==> config.mk <==
export PLATFORM = sky130hd
export DESIGN_NAME = fetch_stage
export DESIGN_NICKNAME = d
export VERILOG_FILES = /design/src/rtl/fetch_stage_pkg.sv /design/src/rtl/fetch_stage.sv
export SDC_FILE = /design/constraint.sdc
export NUM_CORES = 1
export LEC_CHECK = 0
export ABC_CLOCK_PERIOD_IN_PS = 11000
export BUFFER_PORTS_ARGS = -buffer_cell sky130_fd_sc_hd__buf_2
export CAP_MARGIN = 20
export CELL_PAD_IN_SITES_DETAIL_PLACEMENT = 1
export CELL_PAD_IN_SITES_GLOBAL_PLACEMENT = 1
export CORE_ASPECT_RATIO = 1.2
export CORE_UTILIZATION = 46
export CTS_CLUSTER_SIZE = 40
export DETAILED_ROUTE_END_ITERATION = 6
export PLACE_DENSITY = 0.83
export SLEW_MARGIN = 0
export SYNTH_ARGS = -nofsm -noshare
export SYNTH_HDL_FRONTEND = slang
export SYNTH_SLANG_ARGS = --single-unit
==> constraint.sdc <==
create_clock -name clk -period 11 [get_ports clk]
set_input_delay 0.55 -clock clk [delete_from_list [all_inputs] [get_ports clk]]
set_output_delay 0.55 -clock clk [all_outputs]
set_load 0.01 [all_outputs]
==> src/rtl/fetch_stage_pkg.sv <==
// Shared definitions for the instruction fetch stage and the decode logic
// that consumes its IF/ID register.
//   - fetch_state_e : fetch FSM states
//   - NOP_INSTR     : canonical NOP (addi x0,x0,0) used to fill empty slots
//   - OPC_*         : major opcodes decoded from if_id_opcode
//   - DEFAULT_RESET_PC : default first fetch address
package fetch_stage_pkg;

    typedef enum logic [1:0] {
        ST_REQ    = 2'd0,  // request outstanding at pc
        ST_HOLD   = 2'd1,  // fetched word parked in buffer while decode stalls
        ST_SQUASH = 2'd2   // waiting out a stale request after a redirect
    } fetch_state_e;

    localparam logic [31:0] NOP_INSTR        = 32'h0000_0013;
    localparam logic [31:0] DEFAULT_RESET_PC = 32'h0000_0000;

    localparam logic [6:0] OPC_RTYPE  = 7'b0110011;
    localparam logic [6:0] OPC_LOAD   = 7'b0000011;
    localparam logic [6:0] OPC_STORE  = 7'b0100011;
    localparam logic [6:0] OPC_BRANCH = 7'b1100011;

endpackage

==> src/rtl/fetch_stage.sv <==
// Instruction fetch stage with IF/ID pipeline register.
// Issues one request per instruction to instruction memory and loads the
// returned word into IF/ID. A stall that arrives with an acknowledge parks
// the word in a one-entry buffer so nothing is lost or refetched. A branch
// redirect that arrives while a request is still outstanding waits in
// SQUASH for that (now stale) response before switching to the target.
//
// Ports:
//   clk, rst              clock, asynchronous active-high reset
//   imem_req/imem_addr    fetch request and word address (= pc)
//   imem_ack/imem_rdata   acknowledge and instruction word (same cycle)
//   stall                 decode hazard hold, IF/ID keeps its contents
//   branch_taken/target   redirect; beats stall; target[1:0] ignored
//   if_id_valid/pc/instr  IF/ID register
//   if_id_opcode          if_id_instr[6:0] for the decode control unit
module fetch_stage
    import fetch_stage_pkg::*;
#(
    parameter logic [31:0] RESET_PC = DEFAULT_RESET_PC
) (
    input  logic        clk,
    input  logic        rst,
    output logic        imem_req,
    output logic [31:0] imem_addr,
    input  logic        imem_ack,
    input  logic [31:0] imem_rdata,
    input  logic        stall,
    input  logic        branch_taken,
    input  logic [31:0] branch_target,
    output logic        if_id_valid,
    output logic [31:0] if_id_pc,
    output logic [31:0] if_id_instr,
    output logic [6:0]  if_id_opcode
);

    fetch_state_e state_q, state_d;
    logic [31:0]  pc_q, pc_d;
    logic [31:0]  tgt_q, tgt_d;
    logic [31:0]  buf_pc_q, buf_pc_d;
    logic [31:0]  buf_instr_q, buf_instr_d;
    logic         v_q, v_d;
    logic [31:0]  ipc_q, ipc_d;
    logic [31:0]  iin_q, iin_d;

    logic [31:0]  target_al;
    logic [31:0]  pc_inc;
    logic         unused_tgt_bits;

    assign target_al       = {branch_target[31:2], 2'b00};
    assign unused_tgt_bits = ^branch_target[1:0];
    // Natural 32-bit wrap: 0xFFFF_FFFC + 4 = 0.
    assign pc_inc          = pc_q + 32'd4;

    always_ff @(posedge clk or posedge rst) begin
        if (rst) begin
            state_q     <= ST_REQ;
            pc_q        <= RESET_PC;
            tgt_q       <= 32'd0;
            buf_pc_q    <= 32'd0;
            buf_instr_q <= NOP_INSTR;
            v_q         <= 1'b0;
            ipc_q       <= 32'd0;
            iin_q       <= NOP_INSTR;
        end else begin
            state_q     <= state_d;
            pc_q        <= pc_d;
            tgt_q       <= tgt_d;
            buf_pc_q    <= buf_pc_d;
            buf_instr_q <= buf_instr_d;
            v_q         <= v_d;
            ipc_q       <= ipc_d;
            iin_q       <= iin_d;
        end
    end

    always_comb begin
        state_d     = state_q;
        pc_d        = pc_q;
        tgt_d       = tgt_q;
        buf_pc_d    = buf_pc_q;
        buf_instr_d = buf_instr_q;
        v_d         = v_q;
        ipc_d       = ipc_q;
        iin_d       = iin_q;

        case (state_q)
            ST_REQ: begin
                if (imem_ack) begin
                    if (branch_taken) begin
                        // Returned word is on the wrong path; drop it.
                        v_d  = 1'b0;
                        pc_d = target_al;
                    end else if (!stall) begin
                        v_d   = 1'b1;
                        ipc_d = pc_q;
                        iin_d = imem_rdata;
                        pc_d  = pc_inc;
                    end else begin
                        buf_pc_d    = pc_q;
                        buf_instr_d = imem_rdata;
                        pc_d        = pc_inc;
                        state_d     = ST_HOLD;
                    end
                end else begin
                    if (branch_taken) begin
                        // Request already on the bus; address must stay
                        // stable until it is acknowledged.
                        v_d     = 1'b0;
                        tgt_d   = target_al;
                        state_d = ST_SQUASH;
                    end else if (!stall) begin
                        v_d = 1'b0;
                    end
                end
            end

            ST_HOLD: begin
                if (branch_taken) begin
                    v_d         = 1'b0;
                    pc_d        = target_al;
                    buf_pc_d    = 32'd0;
                    buf_instr_d = NOP_INSTR;
                    state_d     = ST_REQ;
                end else if (!stall) begin
                    v_d     = 1'b1;
                    ipc_d   = buf_pc_q;
                    iin_d   = buf_instr_q;
                    state_d = ST_REQ;
                end
            end

            ST_SQUASH: begin
                if (branch_taken) begin
                    v_d   = 1'b0;
                    tgt_d = target_al;
                end
                if (imem_ack) begin
                    // Latest redirect wins, including one in the ack cycle.
                    pc_d    = branch_taken ? target_al : tgt_q;
                    state_d = ST_REQ;
                end
            end

            default: state_d = ST_REQ;
        endcase
    end

    assign imem_req     = (state_q != ST_HOLD);
    assign imem_addr    = pc_q;
    assign if_id_valid  = v_q;
    assign if_id_pc     = ipc_q;
    assign if_id_instr  = iin_q;
    assign if_id_opcode = iin_q[6:0];

endmodule

==> summary.txt, run 1 <==
Pwr
  • Static leakage: 5.10 nW
  • Pwr per Cell Area: 285 mW/mm2
  • Peak supply drop: 0.000134 V

Critical path
  • Worst path cell trace: inv_1, ha_1, nor2b_1, buf_4, and2_1, a221o_1, a311oi_1, nor3_1
  • Critical path peak fanout: 19
  • Crit. End Element: register
  • Crit path buffers/inverters: 2
  • Critical Path AT: 3.56 ns
  • Req. time, crit path: 11.35 ns
  • Slowest Stage Delay on Critical Path: 0.72 ns
  • Crit-path slowest cell: and2_1
  • Crit path kind: register to register
  • CP Launch Type: register
  • CP delay by family, top: simple AND/OR/NAND/NOR gates

Min path
  • Hold Path Class: primary input to async pin

CTS
  • CTS tree: built
  • Post-cts sizing count: 0
  • Clock transition at the registers of the reported paths: 0.07 ns
  • Skew-Pair Late Insertion Delay: 0.43 ns
  • Post-CTS Setup Bufs: 0
  • Post-CTS Hold Buffers: 0
  • Clock sink count: 195
  • Clk buf depth: 2
  • CTS Root Cell: clkbuf_16
  • Num CTS Buffers: 17
  • H-Tree Level Count: 4

STA
  • # setup viols final: 0
  • Setup TNS: 0 ns
  • Fmax: 311 MHz
  • Final worst path period need: 3.22 ns
  • Worst Skew: 0.0145 ns
  • Slew Limit Fails: 0
  • Least-Margin Pin Slew: 0.927 ns
  • RSZ-0062 raised after global routing: no
  • Slew headroom: 38.2%
  • Hold Violations, Final: 0
  • Period utilisation layout: 29.2%

Synthesis
  • Top_reg_cell synth: dfrtp_1
  • Yosys top cell by area: dfrtp_1
  • EDFF count, synth: 0
  • Post-synth ARST share: 100%
  • Syn_nets: 1056
  • Synth Cell Area: 0.00938 mm2
  • Cells after Synth: 982
  • Yosys warnings: 0
  • Register area share after synthesis: 52.1%
  • Top post-synthesis cells by area: dfrtp_1 (50%), nand2_1 (9.1%), o21ai_0 (8.5%), a21boi_0 (4.6%), mux2_2 (3.6%)
  • Netlist cell types: 66
  • Synth Register Bits: 195
  • Synthesized area per cell: 9.55 um2
  • Top cell type's share of synthesized area: 50.4%

Global routing
  • Met1 capacity usage during global routing: 33.0%
  • Gr busiest metal: met2
  • Overall routing resource usage: 25.8%
  • Grt ovf: 0
  • Met2 global-route usage: 44.2%
  • Initial antenna violation count: 1
  • First-pass GRT wire length: 42.8 mm
  • GR Layer Usage met3: 4.90%
  • Vias in the first global route: 8085
  • Largest net degree at the start of global routing: 129

Place
  • GPL Wtd Cong: 0.845
  • Post-DP HPWL: 16.9 mm
  • IO Port Bufs: 171

Route
  • Iter 0 DRT Violations: 393
  • Drt first pass iters: 5
  • DR vias: 7893
  • DRC viols: 0
  • Final WL: 26.1 mm
  • Mean routed wirelength per cell: 19.0 um
  • Via density per instance: 5.72
  • Routed Antenna Nets: 0

Finish
  • Most frequent cells in the layout: nand2_1 (227), dfrtp_1 (189), buf_2 (171)
  • Share of cells above drive strength 1: 24.6%
  • Post-layout util: 55.2%
  • Synth-to-layout area growth: 16.4%
  • Final #Nets: 1177
  • Most common cell after layout, fill and taps aside: nand2_1

Floorplan
  • Die height: 158 um
  • Io pins: 174
  • Initial core utilization: 47.5%
  • Cell Rows: 56
  • Core area: 0.0198 mm2
  • Die width: 132 um
  • Die area: 0.0210 mm2

Job
  • Max Cap Viol: 0

Run status
  • Run status: completed
path summary, 6_finish.rpt:
check	from	endpoint	slack [ns]	cells past startpoint
worst max register to register	state_q[0]	imem_addr[31]	7.78	8
max in group asynchronous	rst	if_id_pc[12]	9.16	3
min in group clk	branch_target[18]	tgt_q[18]	0.37	2
worst min-delay path	rst	tgt_q[30]	0.31	2
worst max-delay path	state_q[0]	imem_addr[31]	7.78	8
worst min register to register	buf_pc_q[17]	buf_pc_q[17]	0.48	2
cells by family after synthesis:
| logic type | after synthesis | share of synthesized area (%) |
|---|---|---|
| xor+xnor | 9 | 0.840 |
| fa+ha+maj | 5 | 0.667 |
| flops | 195 | 52.1 |
| compound gates | 321 | 21.7 |
| simple gates | 326 | 15.8 |
| buf+inv | 90 | 4.67 |
| mux | 36 | 4.24 |
synthesized netlist by cell type, types with 8 or more instances:
library cell,number
a21boi_0,58
a21oi_1,19
a221oi_1,10
a22o_1,15
a22oi_1,10
buf_2,16
buf_4,8
clkbuf_1,46
dfrtp_1,189
inv_1,10
mux2_2,30
nand2_1,227
nand3_1,8
nand4_1,13
nor2_1,21
nor3_1,8
o21ai_0,159
final cells by class:
type / instances / area [um2]
antenna: 2 / 5.00
clock buffer: 18 / 439
clock inverter: 14 / 169
fill: 2335 / 8840
inverter: 11 / 48.8
multi-input combinational: 697 / 4070
sequential: 195 / 4890
tap: 261 / 327
timing repair buffer: 181 / 971
stage by stage:
step	std cells	total power [mW]	area [um2]	setup WS, ns	hold slack, ns
CTS	1375	3.13	10900	7.78	0.348
global placement	1343	2.40	10200	7.74	0.455
detailed placement	1343	2.47	10200	7.63	0.464
floorplan	982	2.04	9380	5.15	0.444
finish	1379	3.11	10900	7.78	0.308
global route	1377	3.33	10900	7.55	0.361
per-layer routing:
metal / vias up / part of all wire [%]
met5: - / 0
met4: 0 / 1.4
met3: 27 / 4.4
met2: 188 / 50
met1: 3978 / 44
li1: 3700 / -
flip-flops by register name, summed over array words and instances (netlist names):
name and flops:
buf_instr_q 32, buf_pc_q 32, if_id_instr 32, if_id_pc 32
imem_addr 32, tgt_q 32, state_q 2, if_id_valid 1
power breakdown:
| part | total, mW | leakage [nW] | internal [mW] | switching, mW |
|---|---|---|---|---|
| logic | 1.18 | 2.36 | 0.472 | 0.713 |
| clock network | 0.642 | 0.281 | 0.348 | 0.294 |
| registers | 1.28 | 2.45 | 1.03 | 0.249 |
| total | 3.11 | 5.10 | 1.85 | 1.26 |
No activity file was read; power rests on OpenSTA's default activity.
==> inputs of run 2 (changes only) <==
--- a/config.mk
+++ b/config.mk
@@ -5,16 +5,17 @@
 export SDC_FILE = /design/constraint.sdc
 export NUM_CORES = 1
 export LEC_CHECK = 0
-export ABC_CLOCK_PERIOD_IN_PS = 11000
+export ABC_AREA = 1
+export ABC_CLOCK_PERIOD_IN_PS = 3100
 export BUFFER_PORTS_ARGS = -buffer_cell sky130_fd_sc_hd__buf_2
 export CAP_MARGIN = 20
 export CELL_PAD_IN_SITES_DETAIL_PLACEMENT = 1
 export CELL_PAD_IN_SITES_GLOBAL_PLACEMENT = 1
 export CORE_ASPECT_RATIO = 1.2
-export CORE_UTILIZATION = 46
+export CORE_UTILIZATION = 41
 export CTS_CLUSTER_SIZE = 40
 export DETAILED_ROUTE_END_ITERATION = 6
-export PLACE_DENSITY = 0.83
+export PLACE_DENSITY = 0.78
 export SLEW_MARGIN = 0
 export SYNTH_ARGS = -nofsm -noshare
 export SYNTH_HDL_FRONTEND = slang
==> constraint.sdc (replaced) <==
create_clock -name clk -period 3.1 [get_ports clk]
set_input_delay 0.155 -clock clk [delete_from_list [all_inputs] [get_ports clk]]
set_output_delay 0.155 -clock clk [all_outputs]
set_load 0.01 [all_outputs]
==> summary.txt, run 2 <==
Finish
  • Synth-to-layout area growth: 18.4%
  • Final #Nets: 1453 (+23%)
  • Most common cell after layout, fill and taps aside: nand2_1
  • Share of cells above drive strength 1: 18.0% (-6.6 points)
  • Most frequent cells in the layout: nand2_1 (412), dfrtp_1 (189), buf_2 (171)
  • Diodes inserted: 0 (-2)

Place
  • Post-DP HPWL: 19.0 mm (+12%)
  • GPL Wtd Cong: 0.837 (-0.96%)
  • IO Port Bufs: 171 (unchanged)

Pwr
  • Total internal power: 7.11 mW (+280%)
  • Flop pwr share: 38.4% (-2.9 points)
  • Switching Power: 5.49 mW (+340%)
  • Clk pwr share: 18.5% (-2.1 points)
  • Logic pwr share: 43.2% (+5.1 points)
  • Static leakage: 5.36 nW (+5.3%)
  • Peak supply drop: 0.000454 V (+240%)
  • Sw Share: 43.6% (+3.2 points)
  • Pwr per Cell Area: 1080 mW/mm2 (+280%)

STA
  • Worst Skew: 0.0156 ns (+0.00112 ns)
  • Slew headroom: 50.5% (+12 points)
  • RSZ-0062 raised after global routing: no
  • Hold slack: 0.00672 ns (-0.301 ns)
  • Period utilisation layout: 77.3% (+48 points)
  • # setup viols final: 0 (unchanged)
  • Least-Margin Pin Slew: 0.743 ns (-0.184 ns)
  • Fmax: 417 MHz (+34%)
  • Hold Violations, Final: 0 (unchanged)
  • Final worst path period need: 2.40 ns (-0.820 ns)
  • Setup TNS: 0 ns (unchanged)
  • Slew Limit Fails: 0 (unchanged)

Synthesis
  • Commonest cells post-synth: nand2_1 (412), dfrtp_1 (189), nor2_1 (140), o21ai_0 (75), inv_1 (68)
  • Synth Cell Area: 0.00984 mm2 (+4.9%)
  • Syn_nets: 1315 (+25%)
  • Top cell type's share of synthesized area: 48.1% (-2.4 points)
  • Synth Register Bits: 195 (unchanged)
  • Cells after Synth: 1241 (+26%)
  • Top post-synthesis cells by area: dfrtp_1 (48%), nand2_1 (16%), nor2_1 (5.3%), o21a_1 (4.7%), a31oi_1 (4.1%)
  • Register area share after synthesis: 49.7% (-2.4 points)
  • Most frequent cell after synthesis: nand2_1
  • Top_reg_cell synth: dfrtp_1
  • Yosys warnings: 0 (unchanged)
  • Post-synth ARST share: 100% (unchanged)
  • EDFF count, synth: 0 (unchanged)
  • Netlist cell types: 36 (-45%)
  • Synthesized area per cell: 7.93 um2 (-17%)
  • Yosys top cell by area: dfrtp_1

Global routing
  • Overall routing resource usage: 24.3% (-1.5 points)
  • Grt ovf: 0 (unchanged)
  • Initial antenna violation count: 0 (-1)
  • Vias in the first global route: 9237 (+14%)
  • Largest net degree at the start of global routing: 129 (unchanged)
  • First-pass GRT wire length: 46.9 mm (+9.5%)

Critical path
  • CP delay by family, top: simple AND/OR/NAND/NOR gates
  • Crit path buffers/inverters: 2 (unchanged)
  • Critical path peak fanout: 49 (+30)
  • Worst path cell trace: inv_1, ha_1, nand2_1, o22ai_1, and3_4, buf_4, nand2_1, o21a_1
  • R2r startpoint: state_q[0]
  • Crit path kind: register to register
  • CP Launch Type: register
  • Crit. End Element: register
  • Critical Path AT: 2.72 ns (-0.84 ns)
  • Slowest Stage Delay on Critical Path: 0.57 ns (-0.15 ns)
  • Most frequent CP cell: nand2_1
  • Critical path launch point: state_q[0]
  • Req. time, crit path: 3.43 ns (-7.92 ns)
  • Crit-path slowest cell: and3_4

Route
  • Drt first pass iters: 4 (-1)
  • Mean routed wirelength per cell: 16.7 um (-12%)
  • Final WL: 28.6 mm (+9.2%)
  • DRC viols: 0 (unchanged)
  • Iter 0 DRT Violations: 437 (+11%)
  • Routed Antenna Nets: 0 (unchanged)
  • DR vias: 8933 (+13%)
  • Via density per instance: 5.23 (-8.6%)

Min path
  • HP Start: imem_rdata[20]
  • Hold Path Class: primary input to register

Job
  • Max Cap Viol: 0 (unchanged)

CTS
  • Post-CTS Setup Bufs: 0 (unchanged)
  • Clock sink count: 195 (unchanged)
  • Clock transition at the registers of the reported paths: 0.08 ns (about the same)
  • Post-CTS Hold Buffers: 12 (+12)
  • H-Tree Level Count: 4 (unchanged)
  • Skew-Pair Late Insertion Delay: 0.44 ns (about the same)
  • Clk buf depth: 2 (unchanged)
  • CTS Root Cell: clkbuf_16
  • Num CTS Buffers: 17 (unchanged)
  • Post-cts sizing count: 0 (unchanged)
  • CTS tree: built

Floorplan
  • Die height: 172 um (+8.4%)
  • Io pins: 174 (unchanged)
  • Die width: 143 um (+8.4%)
  • Die area: 0.0246 mm2 (+17%)
  • Cell Rows: 61 (+8.9%)
  • Initial core utilization: 42.1% (-5.3 points)
  • Core area: 0.0234 mm2 (+18%)

Run status
  • Run status: completed
## run 2: changes by cell type in the layout (fill, tap and decap cells not counted), moves of 13 or more
cell	before	now
mux2_2	30	3
nor2_1	21	139
nand4_1	13	0
inv_1	9	67
nand2_1	227	412
a21boi_0	58	2
nand3_1	8	25
a21oi_1	19	37
o21ai_0	159	75
o21a_1	1	61
a31oi_1	3	64
## run 2: cells by family (layout without fill, tap and decap cells)
group                    Yosys count  after routing  share of synthesized area (%)
buffers and inverters            152            303                           6.76
XOR/XNOR                           8              8                          0.712
AO/OA/AOI/OAI                    279            279                           17.8
AND/OR/NAND/NOR                  599            599                           24.0
multiplexers                       3              3                          0.343
adder cells (fa/ha/maj)            5              5                          0.636
flip-flops                       195            195                           49.7
## run 2: area by class of cell
cell class	count	area, um2
well taps	315	394
fillers	2944	11700
multi-input cells	894	4320
clock inverters	14	183
inverters	71	270
repair buffers	200	1150
clock buffers	18	439
flip-flops and latches	195	4890
## run 2: worst paths after layout
kind | endpoint | slack [ns] | cells past startpoint
min in group asynchronous | if_id_instr[27] | 0.22 | 3
min | if_id_instr[20] | 0.007 | 3
min reg2reg | buf_pc_q[11] | 0.49 | 1
max reg2reg | buf_pc_q[10] | 0.70 | 8
max | buf_pc_q[10] | 0.70 | 8
max in group asynchronous | tgt_q[16] | 1.95 | 4
## run 2: routing by layer
metal	wire (um)	global-route usage, %	part of all wire, %
met2	14400	42.4	50
met5	0	0	0
met1	12800	31.1	45
met3	908	3.23	3.2
met4	478	7.26	1.7
## run 2: worst min-delay path, delay by kind of cell
family / cells / cell delay [ns]
compound gates: 1 / 0.08
simple gates: 1 / 0.08
buf+inv: 1 / 0.10
## run 2: through the flow
stage,instance area (um2),power (mW),setup slack [ns],utilization (%),std cells
floorplan,9840,8.39,0.432,-,1241
detailed placement,10900,10.3,0.711,46.7,1663
global placement,10900,10.0,0.795,46.7,1663
global route,11600,13.6,0.471,49.9,1707
CTS,11600,12.7,0.678,49.9,1707
finish,11600,12.6,0.704,49.9,1707
## run 2: power groups by stage
stage | clock network (mW) | logic [mW] | registers, mW
6_report | 2.32 | 5.43 | 4.84
5_1_grt | 2.45 | 6.20 | 4.99
2_1_floorplan | 0 | 3.53 | 4.86
3_5_place_dp | 0 | 5.45 | 4.89
3_3_place_gp | 0 | 5.22 | 4.82
4_1_cts | 2.38 | 5.51 | 4.84
